$ cat src/rtl/multicycle_control.sv
// Multicycle MIPS-style control unit.
// Two-process FSM: a state/wait-counter register plus one combinational block
// producing the next state and every control output from the current state
// and the inputs. Memory-facing states (FETCH, MEM_READ, MEM_WRITE) hold the
// request until MemReady and fall into a sticky ERROR state if the memory
// stalls for MEM_TIMEOUT consecutive cycles.
module multicycle_control #(
  parameter int MEM_TIMEOUT = 16
) (
  input  logic       clk,
  input  logic       reset,
  input  logic [5:0] OP,
  input  logic [5:0] Funct,
  input  logic       Zero,
  input  logic       MemReady,
  output logic       MemReq,
  output logic       MemRead,
  output logic       MemWrite,
  output logic       IorD,
  output logic       IRWrite,
  output logic       PCWrite,
  output logic [1:0] PCSrc,
  output logic [1:0] RegDst,
  output logic [1:0] MemToReg,
  output logic       RegWrite,
  output logic       ALUSrcA,
  output logic [1:0] ALUSrcB,
  output logic [2:0] ALUOp,
  output logic [3:0] State,
  output logic       InstrDone,
  output logic       Error
);

  typedef enum logic [3:0] {
    S_FETCH     = 4'd0,
    S_DECODE    = 4'd1,
    S_MEM_ADDR  = 4'd2,
    S_MEM_READ  = 4'd3,
    S_MEM_WB    = 4'd4,
    S_MEM_WRITE = 4'd5,
    S_EXEC_R    = 4'd6,
    S_R_WB      = 4'd7,
    S_EXEC_I    = 4'd8,
    S_I_WB      = 4'd9,
    S_BRANCH    = 4'd10,
    S_JUMP      = 4'd11,
    S_ERROR     = 4'd15
  } state_e;

  // Opcodes and function codes the controller understands.
  localparam logic [5:0] OP_RTYPE = 6'h00;
  localparam logic [5:0] OP_J     = 6'h02;
  localparam logic [5:0] OP_JAL   = 6'h03;
  localparam logic [5:0] OP_BEQ   = 6'h04;
  localparam logic [5:0] OP_BNE   = 6'h05;
  localparam logic [5:0] OP_ADDI  = 6'h08;
  localparam logic [5:0] OP_ORI   = 6'h0D;
  localparam logic [5:0] OP_LUI   = 6'h0F;
  localparam logic [5:0] OP_LW    = 6'h23;
  localparam logic [5:0] OP_SW    = 6'h2B;
  localparam logic [5:0] FN_JR    = 6'h08;

  // ALU operation encodings.
  localparam logic [2:0] ALU_ADD   = 3'b000;
  localparam logic [2:0] ALU_SUB   = 3'b001;
  localparam logic [2:0] ALU_RTYPE = 3'b010;
  localparam logic [2:0] ALU_OR    = 3'b011;
  localparam logic [2:0] ALU_LUI   = 3'b100;

  // A zero timeout still needs a one-bit counter to keep the logic legal.
  localparam int CW = (MEM_TIMEOUT > 0) ? $clog2(MEM_TIMEOUT + 1) : 1;
  localparam logic [CW-1:0] TIMEOUT_VAL = CW'(MEM_TIMEOUT);
  localparam logic [CW-1:0] CNT_ONE     = CW'(1);
  localparam logic [CW-1:0] CNT_ZERO    = CW'(0);

  state_e          state_q;
  state_e          state_d;
  logic [CW-1:0]   wait_cnt_q;
  logic [CW-1:0]   wait_cnt_d;
  logic            mem_state_s;
  logic            stall_s;
  logic [CW-1:0]   cnt_inc_s;
  logic            timeout_s;

  // Opcode dispatch out of DECODE; anything unrecognised is a fault.
  function automatic state_e decode_next(input logic [5:0] op);
    state_e nxt;
    case (op)
      OP_RTYPE:                 nxt = S_EXEC_R;
      OP_ADDI, OP_ORI, OP_LUI:  nxt = S_EXEC_I;
      OP_LW, OP_SW:             nxt = S_MEM_ADDR;
      OP_BEQ, OP_BNE:           nxt = S_BRANCH;
      OP_J, OP_JAL:             nxt = S_JUMP;
      default:                  nxt = S_ERROR;
    endcase
    return nxt;
  endfunction

  // ALU operation for the immediate-arithmetic group.
  function automatic logic [2:0] imm_alu_op(input logic [5:0] op);
    logic [2:0] alu;
    case (op)
      OP_ADDI: alu = ALU_ADD;
      OP_ORI:  alu = ALU_OR;
      OP_LUI:  alu = ALU_LUI;
      default: alu = ALU_ADD;
    endcase
    return alu;
  endfunction

  // Stall detection and the timeout condition for memory-facing states.
  always_comb begin
    mem_state_s = (state_q == S_FETCH) || (state_q == S_MEM_READ) ||
                  (state_q == S_MEM_WRITE);
    stall_s     = mem_state_s && !MemReady;
    if (&wait_cnt_q) begin
      cnt_inc_s = wait_cnt_q;
    end else begin
      cnt_inc_s = wait_cnt_q + CNT_ONE;
    end
    // The stall that pushes the counter onto MEM_TIMEOUT is the last one
    // tolerated; a ready in that same cycle never counts as a stall.
    timeout_s = (MEM_TIMEOUT > 0) && stall_s && (cnt_inc_s == TIMEOUT_VAL);
  end

  // Next-state and control-output decode; every output defaults to 0.
  always_comb begin
    state_d   = state_q;
    MemReq    = 1'b0;
    MemRead   = 1'b0;
    MemWrite  = 1'b0;
    IorD      = 1'b0;
    IRWrite   = 1'b0;
    PCWrite   = 1'b0;
    PCSrc     = 2'b00;
    RegDst    = 2'b00;
    MemToReg  = 2'b00;
    RegWrite  = 1'b0;
    ALUSrcA   = 1'b0;
    ALUSrcB   = 2'b00;
    ALUOp     = ALU_ADD;
    Error     = 1'b0;
    InstrDone = 1'b0;

    case (state_q)
      S_FETCH: begin
        MemReq  = 1'b1;
        MemRead = 1'b1;
        ALUSrcB = 2'b01;
        if (MemReady) begin
          IRWrite = 1'b1;
          PCWrite = 1'b1;
          state_d = S_DECODE;
        end else if (timeout_s) begin
          state_d = S_ERROR;
        end else begin
          state_d = S_FETCH;
        end
      end
      S_DECODE: begin
        ALUSrcB = 2'b11;
        state_d = decode_next(OP);
      end
      S_MEM_ADDR: begin
        ALUSrcA = 1'b1;
        ALUSrcB = 2'b10;
        if (OP == OP_LW) begin
          state_d = S_MEM_READ;
        end else begin
          state_d = S_MEM_WRITE;
        end
      end
      S_MEM_READ: begin
        MemReq  = 1'b1;
        MemRead = 1'b1;
        IorD    = 1'b1;
        if (MemReady) begin
          state_d = S_MEM_WB;
        end else if (timeout_s) begin
          state_d = S_ERROR;
        end else begin
          state_d = S_MEM_READ;
        end
      end
      S_MEM_WB: begin
        RegWrite = 1'b1;
        MemToReg = 2'b01;
        state_d  = S_FETCH;
      end
      S_MEM_WRITE: begin
        MemReq   = 1'b1;
        MemWrite = 1'b1;
        IorD     = 1'b1;
        if (MemReady) begin
          state_d = S_FETCH;
        end else if (timeout_s) begin
          state_d = S_ERROR;
        end else begin
          state_d = S_MEM_WRITE;
        end
      end
      S_EXEC_R: begin
        ALUSrcA = 1'b1;
        ALUOp   = ALU_RTYPE;
        if (Funct == FN_JR) begin
          PCWrite = 1'b1;
          PCSrc   = 2'b11;
          state_d = S_FETCH;
        end else begin
          state_d = S_R_WB;
        end
      end
      S_R_WB: begin
        RegWrite = 1'b1;
        RegDst   = 2'b01;
        state_d  = S_FETCH;
      end
      S_EXEC_I: begin
        ALUSrcA = 1'b1;
        ALUSrcB = 2'b10;
        ALUOp   = imm_alu_op(OP);
        state_d = S_I_WB;
      end
      S_I_WB: begin
        RegWrite = 1'b1;
        state_d  = S_FETCH;
      end
      S_BRANCH: begin
        ALUSrcA = 1'b1;
        ALUOp   = ALU_SUB;
        PCSrc   = 2'b01;
        PCWrite = ((OP == OP_BEQ) && Zero) || ((OP == OP_BNE) && !Zero);
        state_d = S_FETCH;
      end
      S_JUMP: begin
        PCWrite = 1'b1;
        PCSrc   = 2'b10;
        if (OP == OP_JAL) begin
          RegWrite = 1'b1;
          RegDst   = 2'b10;
          MemToReg = 2'b10;
        end else begin
          RegWrite = 1'b0;
        end
        state_d = S_JUMP;
        state_d = S_FETCH;
      end
      S_ERROR: begin
        Error   = 1'b1;
        state_d = S_ERROR;
      end
      default: begin
        state_d = S_ERROR;
      end
    endcase

    // Retirement is any step back into FETCH; ERROR never retires.
    if ((state_q != S_FETCH) && (state_q != S_ERROR) && (state_d == S_FETCH)) begin
      InstrDone = 1'b1;
    end else begin
      InstrDone = 1'b0;
    end
  end

  // Wait counter: cleared on any state change, counts stalls, saturates.
  always_comb begin
    if (state_d != state_q) begin
      wait_cnt_d = CNT_ZERO;
    end else if (stall_s) begin
      wait_cnt_d = cnt_inc_s;
    end else begin
      wait_cnt_d = wait_cnt_q;
    end
  end

  // State and wait-counter registers with asynchronous reset to FETCH.
  always_ff @(posedge clk or posedge reset) begin
    if (reset) begin
      state_q    <= S_FETCH;
      wait_cnt_q <= CNT_ZERO;
    end else begin
      state_q    <= state_d;
      wait_cnt_q <= wait_cnt_d;
    end
  end

  assign State = state_q;

endmodule

$ cat config.mk
export PLATFORM = sky130hd
export DESIGN_NAME = multicycle_control
export DESIGN_NICKNAME = d
export VERILOG_FILES = /design/src/rtl/multicycle_control.sv
export SDC_FILE = /design/constraint.sdc
export NUM_CORES = 1
export LEC_CHECK = 0
export BUFFER_PORTS_ARGS = -buffer_cell sky130_fd_sc_hd__buf_4
export CAP_MARGIN = 25
export CORE_MARGIN = 2
export CORE_UTILIZATION = 40
export DETAILED_ROUTE_END_ITERATION = 10
export GPL_ROUTABILITY_DRIVEN = 0
export PLACE_DENSITY_LB_ADDON = 0.3
export SLEW_MARGIN = 20
export SYNTH_ARGS = -nofsm -noshare
export SYNTH_HDL_FRONTEND = slang
export SYNTH_SLANG_ARGS = --single-unit
$ cat constraint.sdc
create_clock -name clk -period 3 [get_ports clk]
set_input_delay 0.6 -clock clk [delete_from_list [all_inputs] [get_ports clk]]
set_output_delay 0.6 -clock clk [all_outputs]
set_load 0.03 [all_outputs]
==> results of run 1 <==
sequential cells by signal, indices dropped and copies added, names as in the netlist:
| register | cells |
|---|---|
| wait_cnt_q | 5 |
| State | 4 |
cell usage after synthesis (all sizes together), types with 3 or more instances:
library cell / n / area share, %
nor2: 20 / 6.0
dfrtp: 9 / 18
a311o: 3 / 2.4
nand2: 21 / 6.3
nand2b: 7 / 3.5
nor4: 4 / 2.0
nor4b: 3 / 2.1
nor3: 13 / 5.2
o21ai: 7 / 2.8
buf: 5 / 2.4
nand3: 3 / 1.2
inv: 6 / 1.8
a211oi: 5 / 3.0
nand4: 3 / 1.5
or3: 4 / 2.0
clkbuf: 9 / 2.7
a21oi: 9 / 4.5
xor2: 4 / 2.8
or2: 4 / 2.0
stage by stage:
stage	setup WS, ns	util, %	total power (uW)	area (um^2)
after global routing	-0.0521	58.3	2010	1750
after detailed placement	-0.144	55.2	1700	1660
final	0.0126	58.3	1880	1750
after floorplan	-0.00560	-	1260	1280
after global placement	-0.153	55.2	1700	1660
after CTS	-0.00479	56.8	1820	1710
power breakdown:
group          internal [uW]  switching, uW
Clock                   51.0           39.7
Combinational            633            976
Sequential               155           24.6
final timing paths:
path | cells past startpoint | end | startpoint
hold reg to reg | 3 | wait_cnt_q[0] | wait_cnt_q[0]
max in group asynchronous | 2 | wait_cnt_q[0] | reset
setup / recovery | 8 | InstrDone | MemReady
min in group clk | 3 | wait_cnt_q[0] | wait_cnt_q[0]
hold / removal | 2 | wait_cnt_q[2] | reset
setup reg to reg | 8 | wait_cnt_q[4] | State[1]
kinds of logic after synthesis:
kind of cell    count (synthesis)
xor+xnor                        5
simple gates                   93
mux                             4
compound gates                 47
buf+inv                        20
fa+ha+maj                       1
flops                           9
area by class of cell:
class	instances	area, um^2
Clock buffer	4	26.3
Tap cell	33	41.3
Sequential cell	9	226
Fill cell	294	1250
Timing Repair Buffer	55	417
Multi-Input combinational cell	150	1010
Inverter	6	26.3
layer usage:
metal  global-route usage, %  up-vias  share of wire (%)
met5                       0        -                  0
li1                        -      764                  -
met3                    1.30        0                4.4
met2                    31.7       42                 48
met1                    31.5      691                 48
met4                    3.17        0                  0
repair_timing:
action | 4_1_cts | 5_1_grt
buffers inserted | 1 | 1
pin swaps | 4 | 2
endpoints found under the setup margin | 1 | 2
resized for setup | 5 | 10
==> results.py, run 1 <==
metrics = {
    "global_route": {
        "grt-ovfl-total": 0,
        "grt_pass1_wl_um": 5810,
        "grt_max_degree": 23,
        "antenna_found_initial": 0,
        "grtUsageTotal_pct": 20.5,
        "grt_pass1_vias": 1240,
    },
    "setup_path": {
        "crit_path_max_fanout": 3,
        "path_class": "primary input to primary output",
        "r2r_slack_ns": 0.72,
        "cp-end-kind": "primary output",
        "slowest_stage": "or4b_4",
        "path_cells": "buf_4 > or3b_2 > o22ai_4 > nand2_2 > or4b_4 > o211ai_1 > nor4_4 > buf_4",
        "startpoint_type": "primary input",
        "slowest_delay_ns": 0.51,
        "cpMostUsedCell": "buf_4",
        "crit_family": "simple AND/OR/NAND/NOR gates",
        "cp_num_buf_inv": 2,
        "arrival_ns": 2.39,
        "cp.required_ns": 2.40,
    },
    "cells_and_area": {
        "area_growth_pct": 39.8,
        "nNetsFinal": 242,
        "final_cells": 257,
        "n_antenna_cell": 0,
        "layout_common_cells": "buf_4 (54), nand2_1 (20), nor2_1 (19), nor3_1 (10)",
        "drive_above_1_share_pct": 37.1,
        "final_common_cell": "buf_4",
    },
    "sta": {
        "fin_setup_tns_ns": 0,
        "setup_viol": 0,
        "rsz0062_at_grt": "yes",
        "fin_hold_ws_ns": 0.304,
        "worst_pin_slew_ns": 0.392,
        "relSlewSlack_pct": 73.2,
        "max_freq_mhz": 335,
        "timing.final.crit_period_ns": 2.99,
        "slew_viol_final": 0,
        "final.setup_skew_ns": 0.0104,
        "hold_viol": 0,
        "post-route-period-util_pct": 99.6,
    },
    "route": {
        "drc": 0,
        "vias_per_cell": 5.82,
        "ant_nets": 0,
        "dr_total_vias": 1497,
        "firstDrtPassIters": 4,
        "wl_per_cell_um": 13.8,
        "drt_iter0_markers": 91,
        "wl_um": 3560,
    },
    "cts": {
        "worstSkewPairLatency_ns": 0.25,
        "cts-htree-levels": 1,
        "cts_sinks": 9,
        "root_buffer": "clkbuf_4",
        "cts_tree": "done",
        "clk_pin_slew_ns": 0.07,
        "cts_hold_buf": 0,
        "clockBufferDepth": 2,
        "cts_buffers": 3,
    },
    "place": {
        "dp_cells": 251,
        "hpwlAfterDp_um": 2740,
        "port_buffers": 40,
    },
    "yosys": {
        "yosys_register_bits": 9,
        "synth.avg_cell_area_um2": 7.00,
        "synth_top_family_by_area": "simple AND/OR/NAND/NOR gates",
        "syn_inst": 179,
        "yosys.area_share.simple_pct": 39.1,
        "synth_edf_count": 0,
        "synth_xor_area_share_pct": 3.50,
        "ys_warn_count": 0,
        "muxShareOfSynthArea_pct": 3.40,
        "syn_nets": 196,
        "ys_async_sr_fraction_pct": 100,
        "ys.flop_type": "dfrtp_1",
        "syn_area_mm2": 0.00125,
        "seq_area_frac_synth_pct": 18.0,
        "synth.distinct_cells": 55,
        "synthAdderAreaFrac_pct": 0.999,
        "synth_compound_area_share_pct": 28.2,
    },
    "hold_path": {
        "hold_path.class": "primary input to async pin",
    },
    "floorplanning": {
        "rows": 20,
        "pin_count": 41,
        "start_util_pct": 41.7,
        "die_h_um": 60.0,
        "die_w_um": 60.0,
        "die_area_mm2": 0.00359,
        "coreArea_mm2": 0.00300,
    },
    "flow_run": {
        "maxCapViolCount": 0,
    },
    "outcome": {
        "outcome": "complete, no violations",
    },
    "pwr": {
        "leakagePower_uw": 0.000751,
        "ir_drop_mv": 0.427,
        "power_density_mw_per_mm2": 1070,
    },
}
No activity file was read; power rests on OpenSTA's default activity.
==> inputs of run 2 (changes only) <==
- BUFFER_PORTS_ARGS: -buffer_cell sky130_fd_sc_hd__buf_4 -> not set
- CORE_ASPECT_RATIO: not set -> 0.5
- DONT_BUFFER_PORTS: not set -> 1
- clock period: 3 -> 3.1 ns (I/O delays scaled with it)
==> run 2 against run 1 <==
  * Wire length up 0.62%
  * Register-to-register slack about the same
  * Combinational power down 12%
  * Critical path type is now flip-flop to primary output
  * Critical endpoint unchanged
  * Largest power group unchanged
==> results.py, run 2 (synthesis results as in run 1) <==
metrics = {
    "cts": {
        "cts_sinks": 9,
        "cts_buffers": 3,
        "root_buffer": "clkbuf_8",
        "worstSkewPairLatency_ns": 0.24,
        "clk_pin_slew_ns": 0.05,
        "clockBufferDepth": 2,
        "cts-htree-levels": 1,
        "cts_tree": "done",
    },
    "flow_run": {
        "maxCapViolCount": 0,
    },
    "cells_and_area": {
        "largest_register_ffs": 5,
        "area_growth_pct": 21.5,
        "utilization_pct": 50.8,
        "layout_common_cells": "buf_4 (25), nand2_1 (21), nor2_1 (19), nor3_1 (11), dfrtp_1 (9)",
        "n_antenna_cell": 0,
        "drive_above_1_share_pct": 23.7,
        "final_common_cell": "buf_4",
        "final.fill_count": 295,
        "top_register": "wait_cnt_q",
        "nNetsFinal": 212,
    },
    "pwr": {
        "leakagePower_uw": 0.000608,
        "ir_drop_mv": 0.435,
        "power_density_mw_per_mm2": 1140,
    },
    "setup_path": {
        "path_class": "flip-flop to primary output",
        "slowest_delay_ns": 0.54,
        "crit_path_max_fanout": 4,
        "arrival_ns": 2.43,
        "cp.required_ns": 2.48,
        "r2r_cells": 8,
        "r2r-start": "wait_cnt_q[0]",
        "rr_endpoint": "wait_cnt_q[3]",
        "crit_family": "simple AND/OR/NAND/NOR gates",
        "cp-end-kind": "primary output",
        "r2r_slack_ns": 0.73,
        "startpoint_type": "flip-flop",
        "slowest_stage": "or4_4",
        "path_cells": "or4_4 > o22ai_4 > nand2_1 > or4b_4 > o211ai_1 > nor4_4 > buf_4",
        "cp_num_buf_inv": 1,
    },
    "route": {
        "drc": 0,
        "wl_per_cell_um": 15.3,
        "firstDrtPassIters": 4,
        "dr_total_vias": 1432,
        "wl_um": 3580,
        "vias_per_cell": 6.12,
        "ant_nets": 0,
        "drt_iter0_markers": 58,
    },
    "sta": {
        "setup_viol": 0,
        "hold_viol": 0,
        "worst_pin_slew_ns": 0.549,
        "rsz0062_at_grt": "yes",
        "final.setup_skew_ns": 0.00167,
        "relSlewSlack_pct": 63.3,
        "fin_setup_tns_ns": 0,
        "timing.final.crit_period_ns": 3.05,
        "slew_viol_final": 0,
        "post-route-period-util_pct": 98.3,
        "max_freq_mhz": 328,
    },
    "hold_path": {
        "hold_path.class": "primary input to async pin",
    },
    "floorplanning": {
        "start_util_pct": 41.8,
        "die_h_um": 43.6,
        "pin_count": 41,
        "rows": 14,
        "die_w_um": 83.1,
        "die_area_mm2": 0.00362,
        "coreArea_mm2": 0.00300,
    },
    "place": {
        "hpwlAfterDp_um": 2690,
        "port_buffers": 0,
    },
    "global_route": {
        "grt-ovfl-total": 0,
        "antenna_found_initial": 0,
        "grt_max_degree": 23,
        "grt_pass1_vias": 1299,
        "grt_pass1_wl_um": 5980,
        "grtUsageTotal_pct": 20.1,
    },
    "outcome": {
        "outcome": "complete, no violations",
    },
}
run 2: changes by cell type in the layout (fill, tap and decap cells not counted), moves of 2 or more:
cell / previous run / this run
buf_4: 54 / 25
clkbuf_4: 3 / 0
clkbuf_8: 0 / 3
o21ai_1: 2 / 0
run 2: stage by stage:
| step | power [uW] | hold slack, ns | cells | worst slack [ns] | area (um^2) |
|---|---|---|---|---|---|
| 6_report | 1730 | 0.227 | 234 | 0.0541 | 1520 |
| 3_3_place_gp | 1520 | 0.480 | 229 | 0.0353 | 1450 |
| 2_1_floorplan | 1220 | 0.448 | 179 | 0.0326 | 1280 |
| 5_1_grt | 1830 | 0.265 | 234 | -0.00322 | 1520 |
| 4_1_cts | 1680 | 0.241 | 233 | 0.00871 | 1490 |
| 3_5_place_dp | 1530 | 0.485 | 229 | 0.0108 | 1450 |
run 2: worst max path at each step:
stage	start	endpoint	slack, ns	depth (start not counted)
3_3_place_gp	Funct[2]	InstrDone	0.04	8
2_1_floorplan	Funct[2]	InstrDone	0.03	6
5_1_grt	State[3]	InstrDone	-0.003	7
6_report	State[3]	InstrDone	0.05	7
4_1_cts	Funct[2]	InstrDone	0.009	8
3_5_place_dp	Funct[2]	InstrDone	0.01	8
run 2: layout make-up:
cell class | count | area [um^2] | share of cell area, %
inverters | 6 | 22.5 | 1.48
repair buffers | 25 | 188 | 12.3
well taps | 40 | 50.0 | 3.29
clock buffers | 4 | 45.0 | 2.96
multi-input cells | 150 | 991 | 65.1
flip-flops and latches | 9 | 225 | 14.8
run 2: layer usage:
layer  part of all wire, %  GRT usage [%]
met2                    46           32.9
met1                    48           27.4
met5                     0              0
met3                   5.2           4.76
met4                  0.98           5.25
run 2: power by group:
part / internal, uW / total, uW / switching (uW)
registers: 150 / 173 / 22.7
logic: 491 / 1410 / 922
clock network: 90.1 / 142 / 51.7
run 2: what timing repair did:
action | in CTS | in global routing
setup buffers | 0 | 1
gates resized for setup | 0 | 6
endpoints found under the setup margin | 0 | 2
hold buffers | 0 | 0
==> inputs of run 3 (changes only) <==
- CORE_ASPECT_RATIO: 0.5 -> not set
- CORE_UTILIZATION: 40 -> 50
==> run 3 against run 2 <==
  * Die area down 19%
  * Flip-flop and latch count is the same
  * Largest power group unchanged
  * Non-clock buffer count shrank 3
  * Power shrank 3.4%
==> results.py, run 3 (synthesis results as in run 1) <==
metrics = {
    "place": {
        "dp_cells": 215,
        "hpwlAfterDp_um": 2600,
        "dpl_worst_slack_ns": 0.00148,
        "port_buffers": 0,
    },
    "sta": {
        "relSlewSlack_pct": 61.1,
        "worst_pin_slew_ns": 0.581,
        "rsz0062_at_grt": "yes",
        "max_freq_mhz": 326,
        "hold_viol": 0,
        "slew_viol_final": 0,
        "fin_ws_ns": 0.0318,
        "post-route-period-util_pct": 99.0,
        "timing.final.crit_period_ns": 3.07,
        "setup_viol": 0,
        "final.setup_skew_ns": 0.00622,
    },
    "floorplanning": {
        "start_util_pct": 51.5,
        "die_w_um": 54.1,
        "pin_count": 41,
        "die_h_um": 54.1,
        "rows": 18,
        "coreArea_mm2": 0.00243,
        "die_area_mm2": 0.00292,
    },
    "cells_and_area": {
        "final.fill_count": 212,
        "area_growth_pct": 18.7,
        "regArea_um2": 225,
        "final_cells": 221,
        "utilization_pct": 61.1,
        "layout_common_cells": "buf_4 (22), nand2_1 (20), nor2_1 (20), nor3_1 (11), dfrtp_1 (9)",
        "largest_register_ffs": 5,
        "final_common_cell": "buf_4",
        "n_antenna_cell": 0,
        "nNetsFinal": 209,
        "top_register": "wait_cnt_q",
        "multi_input_area_mm2": 0.00101,
        "drive_above_1_share_pct": 24.6,
    },
    "cts": {
        "worstSkewPairLatency_ns": 0.26,
        "cts_hold_buf": 0,
        "cts_tree": "done",
        "clockBufferDepth": 2,
        "cts_sinks": 9,
        "clk_pin_slew_ns": 0.07,
        "cts_buffers": 3,
        "cts-htree-levels": 1,
        "root_buffer": "clkbuf_4",
    },
    "route": {
        "dr_total_vias": 1419,
        "wl_um": 3490,
        "wl_per_cell_um": 15.8,
        "vias_per_cell": 6.42,
        "drc": 0,
        "drt_iter0_markers": 54,
        "ant_nets": 0,
        "firstDrtPassIters": 4,
    },
    "setup_path": {
        "slowest_delay_ns": 0.55,
        "startpoint_type": "flip-flop",
        "arrival_ns": 2.45,
        "cp-end-kind": "primary output",
        "slowest_stage": "or4_4",
        "crit_path_max_fanout": 3,
        "crit_family": "simple AND/OR/NAND/NOR gates",
        "path_class": "flip-flop to primary output",
        "path_cells": "or4_4 > o22ai_4 > nand2_2 > or4b_4 > o211ai_1 > nor4_4 > buf_4",
        "cp.required_ns": 2.48,
        "cp_num_buf_inv": 1,
    },
    "pwr": {
        "leakagePower_uw": 0.000592,
        "power_density_mw_per_mm2": 1120,
        "ir_drop_mv": 0.725,
        "power.total_uw": 1670,
    },
    "global_route": {
        "grt_max_degree": 23,
        "antenna_found_initial": 0,
        "grt_pass1_wl_um": 5290,
        "grt-ovfl-total": 0,
        "grtUsageTotal_pct": 24.3,
        "grt_pass1_vias": 1178,
    },
    "hold_path": {
        "hold_path.class": "primary input to async pin",
    },
    "outcome": {
        "outcome": "complete, no violations",
    },
    "flow_run": {
        "maxCapViolCount": 0,
    },
}
## run 3: final timing paths
path	startpoint	slack, ns	depth (start not counted)	to
worst min register to register	wait_cnt_q[3]	0.69	2	wait_cnt_q[3]
worst max register to register	State[3]	0.76	8	wait_cnt_q[3]
worst max-delay path	State[1]	0.03	7	InstrDone
min in group clk	OP[4]	0.68	3	State[3]
max in group asynchronous	reset	2.66	1	State[3]
worst min-delay path	reset	0.19	1	State[1]
## run 3: area by class of cell
class | instances | area share (%)
Timing Repair Buffer | 22 | 11.1
Inverter | 6 | 1.52
Clock buffer | 3 | 1.52
Tap cell | 30 | 2.53
Sequential cell | 9 | 15.2
Multi-Input combinational cell | 150 | 67.8
Clock inverter | 1 | 0.337
## run 3: worst register-to-register path, delay by kind of cell (launching register included)
family / cells / cell delay (ns)
flops: 1 / 0.39
compound gates: 3 / 0.78
simple gates: 3 / 0.67
buf+inv: 2 / 0.40
## run 3: power by group
part           internal (uW)  leakage, uW  switching [uW]
Combinational            486     0.000456             918
Clock                   47.6    0.0000177            42.6
Sequential               150     0.000119            25.4
Total                    683     0.000592             986
## run 3: timing repair
item,4_1_cts,5_1_grt
pin swaps,0,3
endpoints found under the setup margin,1,2
resized for setup,1,8
cloned,0,0
setup buffers,0,2
## run 3: metal layers
layer,part of all wire [%],vias up,GRT usage (%)
li1,-,696,-
met1,46,676,33.2
met2,47,45,38.8
met3,6.0,2,6.11
met4,0.46,0,5.00
met5,0,-,0
## run 3: per-stage QoR
step | hold slack [ns] | setup TNS (ns) | area, um^2
CTS | 0.192 | 0 | 1430
detailed placement | 0.481 | 0 | 1400
global placement | 0.480 | 0 | 1400
global route | 0.198 | -0.0552 | 1490
finish | 0.192 | 0 | 1490
floorplan | 0.448 | 0 | 1280
